===== src/rtl/pulse_stretcher_pkg.sv =====
// Shared types for the pulse stretcher: the phase state encoding.
package pulse_stretcher_pkg;

  // Waveform phase: waiting, driving the level high, or holding the low gap.
  typedef enum logic [1:0] {
    IDLE = 2'b00,
    HIGH = 2'b01,
    GAP  = 2'b10
  } ps_state_e;

endpackage : pulse_stretcher_pkg


===== src/rtl/pulse_stretcher.sv =====
// Pulse stretcher: turns single-cycle request pulses into fixed-length high
// levels separated by a mandatory low gap. Requests arriving mid-waveform are
// queued in a saturating counter; a request that finds the queue full is
// dropped and recorded in a sticky overflow flag.
module pulse_stretcher
  import pulse_stretcher_pkg::*;
#(
  parameter  int HIGH_CYCLES = 4,
  parameter  int LOW_CYCLES  = 2,
  parameter  int PEND_DEPTH  = 3,
  localparam int PEND_W      = $clog2(PEND_DEPTH + 1)
) (
  input  logic              clk_i,
  input  logic              rst_n_i,
  input  logic              pulse_i,
  output logic              level_o,
  output logic              busy_o,
  output logic [PEND_W-1:0] pending_o,
  output logic              overflow_o
);

  // The phase counter must hold the longer of the two phases; keep at least
  // one bit so the single-cycle configuration still has a legal vector.
  localparam int CNT_MAX = (HIGH_CYCLES > LOW_CYCLES) ? HIGH_CYCLES : LOW_CYCLES;
  localparam int CNT_W   = (CNT_MAX > 1) ? $clog2(CNT_MAX) : 1;

  localparam logic [CNT_W-1:0]  HIGH_LAST = CNT_W'(HIGH_CYCLES - 1);
  localparam logic [CNT_W-1:0]  LOW_LAST  = CNT_W'(LOW_CYCLES - 1);
  localparam logic [PEND_W-1:0] PEND_FULL = PEND_W'(PEND_DEPTH);

  ps_state_e         state_r, state_nxt;
  logic [CNT_W-1:0]  cnt_r, cnt_nxt;
  logic [PEND_W-1:0] pending_r, pending_nxt;
  logic              level_r;
  logic              overflow_r;

  logic              req;
  logic              start;
  logic              inc;
  logic              dec;
  logic              drop;

  // Next-state and phase-counter logic; a new waveform starts from IDLE or
  // straight out of the last gap cycle when a request is waiting.
  always_comb begin
    // NOTE: every output of this block gets a default first, so no path can
    // leave a signal unassigned and infer a latch.
    req       = pulse_i || (pending_r != '0);
    start     = 1'b0;
    state_nxt = state_r;
    cnt_nxt   = cnt_r;
    case (state_r)
      IDLE: begin
        if (req) begin
          start     = 1'b1;
          state_nxt = HIGH;
          cnt_nxt   = '0;
        end
      end
      HIGH: begin
        if (cnt_r == HIGH_LAST) begin
          state_nxt = GAP;
          cnt_nxt   = '0;
        end else begin
          cnt_nxt = cnt_r + CNT_W'(1);
        end
      end
      GAP: begin
        if (cnt_r == LOW_LAST) begin
          cnt_nxt = '0;
          if (req) begin
            start     = 1'b1;
            state_nxt = HIGH;
          end else begin
            state_nxt = IDLE;
          end
        end else begin
          cnt_nxt = cnt_r + CNT_W'(1);
        end
      end
      default: begin
        state_nxt = IDLE;
        cnt_nxt   = '0;
      end
    endcase
  end

  // Queue bookkeeping: each started waveform consumes one request, each
  // accepted pulse adds one; a pulse that can start immediately nets to zero.
  always_comb begin
    dec         = start;
    inc         = pulse_i && ((pending_r < PEND_FULL) || dec);
    drop        = pulse_i && (pending_r == PEND_FULL) && !dec;
    pending_nxt = pending_r + PEND_W'(inc) - PEND_W'(dec);
  end

  // State, counter, queue, output level and sticky overflow registers.
  always_ff @(posedge clk_i or negedge rst_n_i) begin
    if (!rst_n_i) begin
      state_r    <= IDLE;
      cnt_r      <= '0;
      pending_r  <= '0;
      level_r    <= 1'b0;
      overflow_r <= 1'b0;
    end else begin
      // NOTE: sequential state uses non-blocking assignments so every register
      // samples the pre-edge values regardless of statement order.
      state_r   <= state_nxt;
      cnt_r     <= cnt_nxt;
      pending_r <= pending_nxt;
      level_r   <= (state_nxt == HIGH);
      if (drop) begin
        overflow_r <= 1'b1;
      end
    end
  end

  assign level_o    = level_r;
  assign busy_o     = (state_r != IDLE);
  assign pending_o  = pending_r;
  assign overflow_o = overflow_r;

endmodule : pulse_stretcher


===== config.mk =====
export PLATFORM = sky130hd
export DESIGN_NAME = pulse_stretcher
export DESIGN_NICKNAME = d
export VERILOG_FILES = /design/src/rtl/pulse_stretcher_pkg.sv /design/src/rtl/pulse_stretcher.sv
export SDC_FILE = /design/constraint.sdc
export NUM_CORES = 1
export LEC_CHECK = 0
export CAP_MARGIN = 20
export CORE_AREA = 2 2 39 41
export DETAILED_ROUTE_END_ITERATION = 6
export DIE_AREA = 0 0 41 43
export HOLD_SLACK_MARGIN = 0.05
export MAX_ROUTING_LAYER = met4
export REMOVE_ABC_BUFFERS = 1
export SETUP_SLACK_MARGIN = 0.5
export SLEW_MARGIN = 20
export SYNTH_ARGS = -nofsm -noshare
export SYNTH_HDL_FRONTEND = slang
export SYNTH_SLANG_ARGS = --single-unit

===== constraint.sdc =====
create_clock -name clk_i -period 1.44 [get_ports clk_i]
set_input_delay 0.288 -clock clk_i [delete_from_list [all_inputs] [get_ports clk_i]]
set_output_delay 0.288 -clock clk_i [all_outputs]
set_load 0.005 [all_outputs]

==> impl_results.md <==
* Commonest cells after routing, fill and taps aside: 21 x buf_4, 9 x buf_6, 6 x nand2_1, 6 x dfrtp_1, 5 x inv_1
* DPL Wire Length at 835.5 um
* Area grow syn2layout at 89.59%
* Largest net degree at the start of global routing at 9
* Clock slew at reported path FFs at 60 ps
* WS Path Type: flop to flop
* Total number of vias at 535
* Endpoints failing setup at 7
* Top cells by area, synth: dfrtp_1 39%, ha_1 19%, inv_1 5.1%
* Number of enable flip-flop cells after synthesis at 0
* Antenna diode count at 0
* FP Rows at 14
* Clock buffer depth at 2
* Antenna violations before repair at 0
* Post-Syn Instances at 53
* Layout cells sized above 1 at 0.6154
* Syn avg cell area at 9.750 um2
* Register area share after synthesis at 0.3874
* Post-Place Cells at 89
* Reg area at 202.7 um2
* Setup TNS at -369.2 ps
* #FFs+latches synth at 8
* Cell area after layout at 979.7 um2
* Total GRT Usage at 0.1979
* Die Span X at 41 um
* Clock H-tree levels at 1
* Final Cycle Share at 1.066
* Clk root buf: clkbuf_4
* CTS tree: built
* Unrepaired setup endpoints after global routing: true
* CP required at 1630 ps
* Max Cap Viol at 0
* Synth Warn # at 0
* Area leader, netlist: dfrtp_1
* DRC violations left at 0
* WL final at 1385 um
* GRT overflow at 0
* Critical path arrival at 1720 ps
* Unique masters post-synth at 19
* Nets@finish at 104
* Post-Synthesis Cell Area at 516.7 um2
* Global-route wire length before repair at 2221 um
* Multi-input gate area at 411.6 um2
* Skew final at 1.893 ps
* Antenna Nets Post-Route at 0
* Routed WL per cell at 12.94 um
* R2R depth at 8
* Fin worst setup slack at -94.74 ps
* Setup crit end kind: flop
* Area after DPL at 704.4 um2
* Post-Layout Cell Count at 107
* Fill count at 104
* Hold WC Path Type: input pin to async pin
* Die height at 43 um
* Vias per cell at 5.000
* Fin crit period at 1535 ps
* Hold Violations, Final at 0
* Critical-path maximum fanout at 3
* I/O Buffers at 7
* 1st-iter DRT viols at 3
* Synth top area share at 0.3874
* Vias in the first global route at 526
* Die ar. at 1763 um2
* CTS Sinks at 8
* Skew-Pair Late Insertion Delay at 270 ps
* Power density of the placed cells at 2007 nW/um2
* Initial core utilization at 0.3734
* Startpoint types: flop
* Max Slew Vio Count at 0
* Rel. slew slack at 0.7328
* First-pass detailed-route iteration total at 4
* Peak Freq at 651.6 MHz
* Placer Congestion at 0.6903
* I/O pin cnt at 8
* Failing checks: setup timing
* Most common cell after layout, fill and taps aside: buf_4
* Post-synth top flop: dfrtp_1
* Power after layout at 1.966 mW
* CTS buffer count at 3
* Status: complete, but fails checks
* Core Area at 1384 um2
* Worst Tran Pin Value at 395.7 ps
* Ys async rst share at 1.000
* Leak at 0.4739 nW
* Peak supply drop at 1.186 mV
## timing repair
action                     4_1_cts  5_1_grt
hold buffers                     0        0
cloned                           0        0
setup endpoints to repair       13       13
resized for setup               49        6
pin swaps                       13        6
buffers inserted                13        2
## path summary, 6_finish.rpt
kind,slack [ps],from,endpoint
max in group asynchronous,840,rst_n_i,pending_o[1]$_DFF_PN0_
min in group clk_i,570,overflow_o$_DFFE_PN0P_,overflow_o$_DFFE_PN0P_
max reg2reg,-90,state_r[1]$_DFF_PN0_,level_o$_DFF_PN0_
max,-90,state_r[1]$_DFF_PN0_,level_o$_DFF_PN0_
min,300,rst_n_i,level_o$_DFF_PN0_
min reg2reg,570,overflow_o$_DFFE_PN0P_,overflow_o$_DFFE_PN0P_
## synth_stat cells, types with 2 or more instances
cell / instances
o21ai_1: 2
a21oi_1: 2
nor3_1: 3
nor2_1: 2
ha_1: 8
nor2b_1: 3
nand2_1: 6
inv_1: 7
o21ai_0: 3
dfrtp_1: 8
## cell families (layout without fill, tap and decap cells)
kind of cell	after synthesis	count (layout)	synth area share
compound gates	13	13	0.1889
xor+xnor	1	1	0.01695
fa+ha+maj	8	8	0.1937
buf+inv	7	45	0.05086
flops	8	8	0.3874
simple gates	16	16	0.1622
## flip-flops by register name, indices dropped and copies added (netlist names)
signal,count
level_o,1
state_r,2
pending_o,2
cnt_r,2
overflow_o,1
## area by class of cell
| type | count | share of cell area |
|---|---|---|
| timing repair buffer | 35 | 0.3001 |
| tap | 16 | 0.02043 |
| sequential | 8 | 0.2069 |
| multi-input combinational | 38 | 0.4202 |
| inverter | 7 | 0.02937 |
| clock buffer | 3 | 0.02299 |
## metrics by stage
| stage | worst slack (ps) | util | hold WS, ps |
|---|---|---|---|
| 2_1_floorplan | -96.23 | - | -7.591 |
| 3_3_place_gp | -217.5 | 0.5090 | 460.7 |
| 3_5_place_dp | -271.7 | 0.5090 | 468.6 |
| 4_1_cts | -77.41 | 0.6790 | 324.2 |
| 5_1_grt | -155.8 | 0.7080 | 343.1 |
| 6_report | -94.74 | 0.7080 | 302.9 |
## layer usage
metal | part of all wire | track usage | up-vias
li1 | - | - | 260
met1 | 0.41 | 0.2241 | 264
met2 | 0.55 | 0.3188 | 8
met3 | 0.032 | 0.04712 | 3
met4 | 0.014 | 0.08000 | 0
met5 | 0 | - | -
## worst max-delay path: stages (launching register included)
cell and delay, ps:
dfrtp_1 370, buf_6 110, inv_4 30, buf_4 130, ha_4 160, buf_6 110, o31ai_4 260, nand2_1 110
nor3_2 170
## where the power goes
part / internal, mW / switching [mW] / total (mW) / leakage (nW)
Sequential: 0.329 / 0.0559 / 0.385 / 0.0951
Clock: 0.0968 / 0.0970 / 0.194 / 0.0138
Combinational: 0.787 / 0.600 / 1.39 / 0.365
(Power assumes the default switching activity.)
